==> src/rtl/game_flow_controller.sv <==
// Game flow sequencer: title/countdown/in-game/pause/time-out/highscore states,
// player selection, and the tick-driven round timer and start countdown.
module game_flow_controller #(
    parameter int MAX_PLAYERS     = 4,
    parameter int PW              = 2,
    parameter int COUNTDOWN_TICKS = 3,
    parameter int ROUND_TICKS     = 60,
    parameter int TW              = 8
) (
    input  logic          clk,
    input  logic          rst,
    input  logic          start,
    input  logic          up,
    input  logic          down,
    input  logic          pause,
    input  logic          restart,
    input  logic          tick,
    input  logic          new_record,
    output logic [PW-1:0] player_count,
    output logic [2:0]    state_code,
    output logic          title_screen,
    output logic          countdown,
    output logic          game_on,
    output logic          paused,
    output logic          time_out,
    output logic          highscore,
    output logic [TW-1:0] round_time,
    output logic [TW-1:0] countdown_val
);

    typedef enum logic [2:0] {
        S_TITLE     = 3'd0,
        S_COUNTDOWN = 3'd1,
        S_IN_GAME   = 3'd2,
        S_PAUSED    = 3'd3,
        S_TIME_OUT  = 3'd4,
        S_HIGHSCORE = 3'd5
    } state_t;

    localparam logic [TW-1:0] CD_LOAD    = TW'(COUNTDOWN_TICKS);
    localparam logic [TW-1:0] ROUND_LOAD = TW'(ROUND_TICKS);
    localparam logic [TW-1:0] ONE        = TW'(1);
    localparam logic [PW-1:0] PC_MAX     = PW'(MAX_PLAYERS - 1);
    localparam logic [PW-1:0] PC_ONE     = PW'(1);

    state_t state, next_state;
    logic   start_q, up_q, down_q, pause_q, restart_q;
    logic   start_rise, up_rise, down_rise, pause_rise, restart_rise;
    logic   record;
    logic   enter_cd;

    assign start_rise   = start   & ~start_q;
    assign up_rise      = up      & ~up_q;
    assign down_rise    = down    & ~down_q;
    assign pause_rise   = pause   & ~pause_q;
    assign restart_rise = restart & ~restart_q;

    always_ff @(posedge clk) begin
        if (rst) begin
            start_q   <= 1'b0;
            up_q      <= 1'b0;
            down_q    <= 1'b0;
            pause_q   <= 1'b0;
            restart_q <= 1'b0;
        end else begin
            start_q   <= start;
            up_q      <= up;
            down_q    <= down;
            pause_q   <= pause;
            restart_q <= restart;
        end
    end

    always_ff @(posedge clk) begin
        if (rst) state <= S_TITLE;
        else     state <= next_state;
    end

    always_comb begin
        next_state = state;
        case (state)
            S_TITLE:     if (start_rise) next_state = S_COUNTDOWN;
            // A zero countdown load falls straight through to play.
            S_COUNTDOWN: if (countdown_val == '0 || (tick && countdown_val == ONE))
                             next_state = S_IN_GAME;
            S_IN_GAME: begin
                if (tick && round_time == ONE) next_state = S_TIME_OUT;
                else if (pause_rise)           next_state = S_PAUSED;
            end
            S_PAUSED: begin
                if (pause_rise)      next_state = S_IN_GAME;
                else if (start_rise) next_state = S_TITLE;
            end
            S_TIME_OUT: begin
                if (restart_rise)    next_state = S_COUNTDOWN;
                else if (start_rise) next_state = record ? S_HIGHSCORE : S_TITLE;
            end
            S_HIGHSCORE: if (start_rise || restart_rise) next_state = S_TITLE;
            default:     next_state = S_TITLE;
        endcase
    end

    assign enter_cd = (next_state == S_COUNTDOWN) && (state != S_COUNTDOWN);

    always_ff @(posedge clk) begin
        if (rst) begin
            countdown_val <= CD_LOAD;
            round_time    <= ROUND_LOAD;
            record        <= 1'b0;
        end else if (enter_cd) begin
            countdown_val <= CD_LOAD;
            round_time    <= ROUND_LOAD;
            record        <= 1'b0;
        end else begin
            if (state == S_COUNTDOWN && tick && countdown_val != '0)
                countdown_val <= countdown_val - ONE;
            if (state == S_IN_GAME && tick && round_time != '0)
                round_time <= round_time - ONE;
            if (new_record && (state == S_IN_GAME || state == S_PAUSED || state == S_TIME_OUT))
                record <= 1'b1;
        end
    end

    always_ff @(posedge clk) begin
        if (rst) begin
            player_count <= '0;
        end else if (state == S_TITLE) begin
            if (down_rise && !up_rise && player_count != PC_MAX)
                player_count <= player_count + PC_ONE;
            else if (up_rise && !down_rise && player_count != '0)
                player_count <= player_count - PC_ONE;
        end
    end

    always_comb begin
        state_code   = state;
        title_screen = 1'b0;
        countdown    = 1'b0;
        game_on      = 1'b0;
        paused       = 1'b0;
        time_out     = 1'b0;
        highscore    = 1'b0;
        case (state)
            S_TITLE:     title_screen = 1'b1;
            S_COUNTDOWN: countdown    = 1'b1;
            S_IN_GAME:   game_on      = 1'b1;
            S_PAUSED: begin
                game_on = 1'b1;
                paused  = 1'b1;
            end
            S_TIME_OUT:  time_out     = 1'b1;
            S_HIGHSCORE: highscore    = 1'b1;
            default:     state_code   = 3'd0;
        endcase
    end

endmodule

==> config.mk <==
export PLATFORM = sky130hd
export DESIGN_NAME = game_flow_controller
export DESIGN_NICKNAME = d
export VERILOG_FILES = /design/src/rtl/game_flow_controller.sv
export SDC_FILE = /design/constraint.sdc
export NUM_CORES = 1
export LEC_CHECK = 0
export BUFFER_PORTS_ARGS = -buffer_cell sky130_fd_sc_hd__buf_2
export CAP_MARGIN = 25
export CORE_MARGIN = 3
export CORE_UTILIZATION = 40
export CTS_CLUSTER_DIAMETER = 200
export DETAILED_ROUTE_END_ITERATION = 6
export MAX_ROUTING_LAYER = met4
export PLACE_DENSITY = 0.6
export SETUP_SLACK_MARGIN = 0.05
export SLEW_MARGIN = 20
export SYNTH_ARGS = -nofsm -noshare
export SYNTH_HDL_FRONTEND = slang
export SYNTH_SLANG_ARGS = --single-unit
==> constraint.sdc <==
create_clock -name clk -period 4.4 [get_ports clk]
set_input_delay 0.66 -clock clk [delete_from_list [all_inputs] [get_ports clk]]
set_output_delay 0.66 -clock clk [all_outputs]
set_load 0.05 [all_outputs]
Yosys cells after proc, flatten, opt, wreduce, memory -nomap -nowiden
Index checks and enable logic that the tools add are counted.
- multiply operators: 0
- bitwise logic cells: 10
- shifts and indexed selects: 0
- eq/ne operators: 10
- muxes and demuxes: 20
- reductions and logical operators: 28
- divide/modulo/power cells: 0
- order comparisons: 0
- add/subtract/negate cells: 4
- operator list (cell ; number):
    $mux W3 ; 11
    $pmux W3 S6 ; 1
    $eq A8 B1 Y1 const B ; 2
    $reduce_bool A8 Y1 ; 2
    $sub A8 B1 Y8 const B ; 2
    $logic_and A1 B1 Y1 ; 12
    $logic_not A8 Y1 ; 1
    $eq A3 B1 Y1 const B ; 2
    $eq A3 B2 Y1 const B ; 2
    $eq A3 B3 Y1 const B ; 2
    $mux W1 ; 6
    $reduce_or A6 Y1 ; 1
    $and A1 B1 Y1 ; 5
    $not A1 Y1 ; 5
    $logic_or A1 B1 Y1 ; 4
    $mux W2 ; 2
    $reduce_bool A2 Y1 ; 2
    $reduce_or A2 Y1 ; 2
    $logic_not A3 Y1 ; 1
    $ne A3 B1 Y1 const B ; 1
    $add A2 B1 Y2 const B ; 1
    $logic_not A1 Y1 ; 2
    $ne A2 B2 Y1 const B ; 1
    $reduce_and A2 Y1 ; 1
    $sub A2 B1 Y2 const B ; 1
- bits in read-only memories: 0
- logic and storage cells: 82
- bits in registers: 27
- bits of input ports: 9
- memories: 0
- output and inout port bits: 27
- memory bits (writable): 0
- bits in latches: 0

Depth between registers and ports, before layout
- depth in word-level cells: 8
- depth in mapped cells: 7
- gate-level depth less buffers: 6

Worst setup path after synthesis
OpenSTA, ideal clock, no wires.
- path type: reg-to-output
- start point: reg state[2]
- end point: out time_out
- required time: 3.740 ns
- arrival time: 2.288 ns
- buffers on the path: 1
- setup slack: 1.452 ns
- cell stages (with the launch flop): 4
- cell sequence: dfxtp_1 -> clkbuf_1 -> nor2b_1 -> nor2b_1
- word-level cells in the longest chain between the ends: 2
- ends and longest elaborated chain (element ; RTL line ; text):
    start, declared ; 46 ; state_t state, next_state;
    start signal, assigned ; 76 ; else state <= next_state;
    $eq A3 B3 Y1 ; 143 ; case (state)
    $mux W1 ; 143 ;
    end, declared ; 25 ; output logic time_out,
No other way between the ends.

Worst setup path in the final report
Ends and elaborated chain as after synthesis.

==> summary.md <==
| Metric | Value |
|---|---|
| Antenna diodes | `0` |
| Util after Layout | `50.1%` |
| Leak | `0.714 nW` |
| Reg2reg end | `countdown_val[7]$_SDFFE_PP0P_` |
| Clk pin slew, worst setup/hold paths | `0.09 ns` |
| R2R setup slack | `2.53 ns` |
| Worst min path class | `reg2reg` |
| Actual slew at the worst max-slew pin | `0.464 ns` |
| Mapped cell area | `1500 sq um` |
| Clk sinks | `27` |
| Dpl hpwl | `2.46 mm` |
| DRC | `0` |
| 1st-pass router iterations | `6` |
| Status | `completed` |
| Worst path cell trace | `nor2b_1, nor2b_1, buf_2` |
| GRT Total Usage | `14.9%` |
| GPL Wtd Cong | `0.838` |
| Total congestion overflow | `0` |
| Worst-Skew Late Latency | `0.27 ns` |
| #FFs+latches synth | `27` |
| Post-synthesis async set-or-reset flop share | `0%` |
| Arr. time, crit path | `1.65 ns` |
| Post-cts sizing count | `0` |
| Area share of fa/ha/maj cells after synthesis | `4.16%` |
| Vias in the first global route | `1124` |
| Synth area leader | `dfxtp_1` |
| Slowest cell delay on critical path | `0.61 ns` |
| Origin of the critical flop-to-flop path | `state[0]$_SDFF_PP0_` |
| First-pass GRT wire length | `5.11 mm` |
| Mux cell area share after synthesis | `0.666%` |
| Fmax | `433 MHz` |
| Largest net degree at the start of global routing | `18` |
| CP required | `3.74 ns` |
| Antenna violations before repair | `0` |
| Setup crit end kind | `output port` |
| Antenna viol nets, final | `0` |
| Final cell count without fillers | `253` |
| Clock Tree Buf Depth | `2` |
| Via Count | `1360` |
| Core Footprint | `3470 sq um` |
| Cell mode on critical path | `nor2b_1` |
| Vias/cell | `5.38` |
| Final Max Slew Viols | `0` |
| Final Hold Vio Count | `0` |
| Hold Path Depth | `2` |
| CP startpoint kind | `flop` |
| Simple-gate portion of the synthesized area | `32.2%` |
| Die H | `67.3 microns` |
| Root Buffer | `clkbuf_8` |
| NumNets Final | `222` |
| Hold wc startpoint | `record$_SDFFE_PP0P_` |
| Final Power | `0.000466 W` |
| CP bufs+invs | `1` |
| YS warnings | `0` |
| Min Tclk post-route | `2.31 ns` |
| Cells after DPL | `249` |
| Worst r2r path cells | `4` |
| Max-Cap Viols | `0` |
| Xor and xnor area share after synthesis | `5.83%` |
| WL final | `3.20 mm` |
| Iter 0 DRT Violations | `114` |
| Max Fanout on Critical Path | `15` |
| CTS H-tree lvls | `1` |
| Compound-gate portion of the synthesized area | `15.9%` |
| CTS tree | `yes` |
| Synth top area cells | `dfxtp_1 (36%), nor2b_1 (4.6%), ha_1 (4.2%)` |
| Gate Count Post-Synth | `177` |
| Crit path kind | `reg2out` |
| Hold EP | `record$_SDFFE_PP0P_` |
| Worst path top cell family by delay | `flip-flops` |
| Number of port buffers | `35` |
| EDFF count, synth | `0` |
| Register area share after synthesis | `36.0%` |
| Synth-to-Final Area Change | `15.7%` |
| CTS Buf Count | `3` |
| WL/cell | `12.6 microns` |
| Yosys top cell area share | `36.0%` |
| PD cells | `268 nW/um^2` |
| Fin crit share | `52.4%` |
| Share of cells above drive strength 1 | `21.7%` |
| Max IR drop VDD | `0.0933 mV` |
| Hold_buf cts | `0` |
| Final TNS setup | `0 ns` |
| Syn Area/Cell | `8.49 sq um` |
| Clock skew | `0.00437 ns` |
| Rows | `21` |
| Slew HR | `69.0%` |
| Mapped Nets | `191` |
| Post CTS Setup Buffer Count | `0` |
| Layout fillers | `355` |
| RSZ-0062 raised after global routing | `false` |
| Die W | `67.3 microns` |
| Ys flop type | `dfxtp_1` |
| Largest family of logic cells by synthesized area | `simple AND/OR/NAND/NOR gates` |
| Top-level I/O count | `36` |
| Starting density of the core | `43.3%` |
| Crit-path slowest cell | `dfxtp_1` |
| Final setup viols | `0` |
| Distinct cells, synth | `44` |
| Die area | `4530 sq um` |
-- state kept, by name, indices dropped and copies added, names as in the netlist --
name           count
down_q             1
pause_q            1
start_q            1
up_q               1
player_count       2
state              3
round_time         8
countdown_val      8
restart_q          1
record             1
-- how the worst max path moves through the flow --
stage	from	to	slack (ns)	cells after the start
floorplan	state[2]$_SDFF_PP0_	time_out	1.45	3
global placement	state[2]$_SDFF_PP0_	time_out	2.46	3
detailed placement	state[2]$_SDFF_PP0_	time_out	2.40	3
CTS	state[2]$_SDFF_PP0_	time_out	2.08	3
global route	state[2]$_SDFF_PP0_	time_out	1.98	3
finish	state[2]$_SDFF_PP0_	time_out	2.09	3
-- cell families (layout without fill, tap and decap cells) --
group | after synthesis | after routing
buffers and inverters | 19 | 49
multiplexers | 1 | 1
adder cells (fa/ha/maj) | 5 | 5
AND/OR/NAND/NOR | 81 | 81
XOR/XNOR | 10 | 10
AO/OA/AOI/OAI | 34 | 34
flip-flops | 27 | 27
-- cell usage after synthesis, types with 2 or more instances --
master and count:
nand4_1 3, o21a_1 2, nand3_1 4, inv_1 10
and2_1 4, o21ai_0 5, nor2_1 13, ha_1 5
or4_1 2, o31ai_1 2, a21oi_1 5, nor2b_1 11
nor4_1 5, or3_1 2, xor2_1 7, nand2b_1 6
nor3b_1 5, nor3_1 4, clkbuf_1 8, xnor2_1 3
o211ai_1 7, nand3b_1 2, a31oi_1 2, a211oi_1 4
and4bb_2 2, dfxtp_1 27, nand2_1 10
-- final cells by class --
| cell class | instances | area (sq um) | share of cell area (%) |
|---|---|---|---|
| inverter | 10 | 37.5 | 2.16 |
| clock buffer | 4 | 45.0 | 2.59 |
| timing repair buffer | 35 | 175 | 10.1 |
| sequential | 27 | 541 | 31.1 |
| multi-input combinational | 131 | 883 | 50.8 |
| tap | 46 | 57.6 | 3.31 |
-- worst register-to-register path: cells and delay by family (launching register included) --
kind,cells,cell delay (ns)
simple gates,2,0.83
compound gates,2,0.36
flops,1,0.62
-- layout by cell type (no fill, tap or decap), types with 2 or more instances in the layout --
cell,synthesis,layout
a21oi_1,5,5
nor2b_1,11,11
nand3b_1,2,2
inv_1,10,10
a31oi_1,2,2
nand4_1,3,3
clkbuf_8,0,3
nand3_1,4,4
or3_1,2,2
a211oi_1,4,4
nand2_1,10,10
nor4_1,5,5
xnor2_1,3,3
dfxtp_1,27,27
xor2_1,7,7
ha_1,5,5
o21ai_0,5,5
o21a_1,2,2
nand2b_1,6,6
buf_2,0,35
o31ai_1,2,2
and4bb_2,2,2
nor3_1,4,4
and2_1,4,4
nor2_1,13,13
o211ai_1,7,7
or4_1,2,2
nor3b_1,5,5
-- layer usage --
layer,part of all wire [%],track usage [%],up-vias
li1,-,-,692
met1,50,20.8,629
met2,44,21.7,35
met3,4.6,2.00,4
met4,0.84,5.32,0
met5,0,-,-
-- metrics by stage --
| step | setup slack, ns | hold slack [ns] | instance area [sq um] |
|---|---|---|---|
| after global routing | 1.98 | 0.524 | 1740 |
| final | 2.09 | 0.485 | 1740 |
| after global placement | 2.46 | 0.473 | 1690 |
| after detailed placement | 2.40 | 0.478 | 1690 |
| after CTS | 2.08 | 0.490 | 1740 |
| after floorplan | 1.45 | 0.453 | 1500 |
-- where the power goes --
| part | switching (W) | leakage (nW) | internal [W] | total, W |
|---|---|---|---|---|
| Sequential | 0.00000726 | 0.220 | 0.000250 | 0.000257 |
| Combinational | 0.0000444 | 0.471 | 0.0000216 | 0.0000660 |
| Clock | 0.0000778 | 0.0228 | 0.0000649 | 0.000143 |
(Power assumes the default switching activity.)
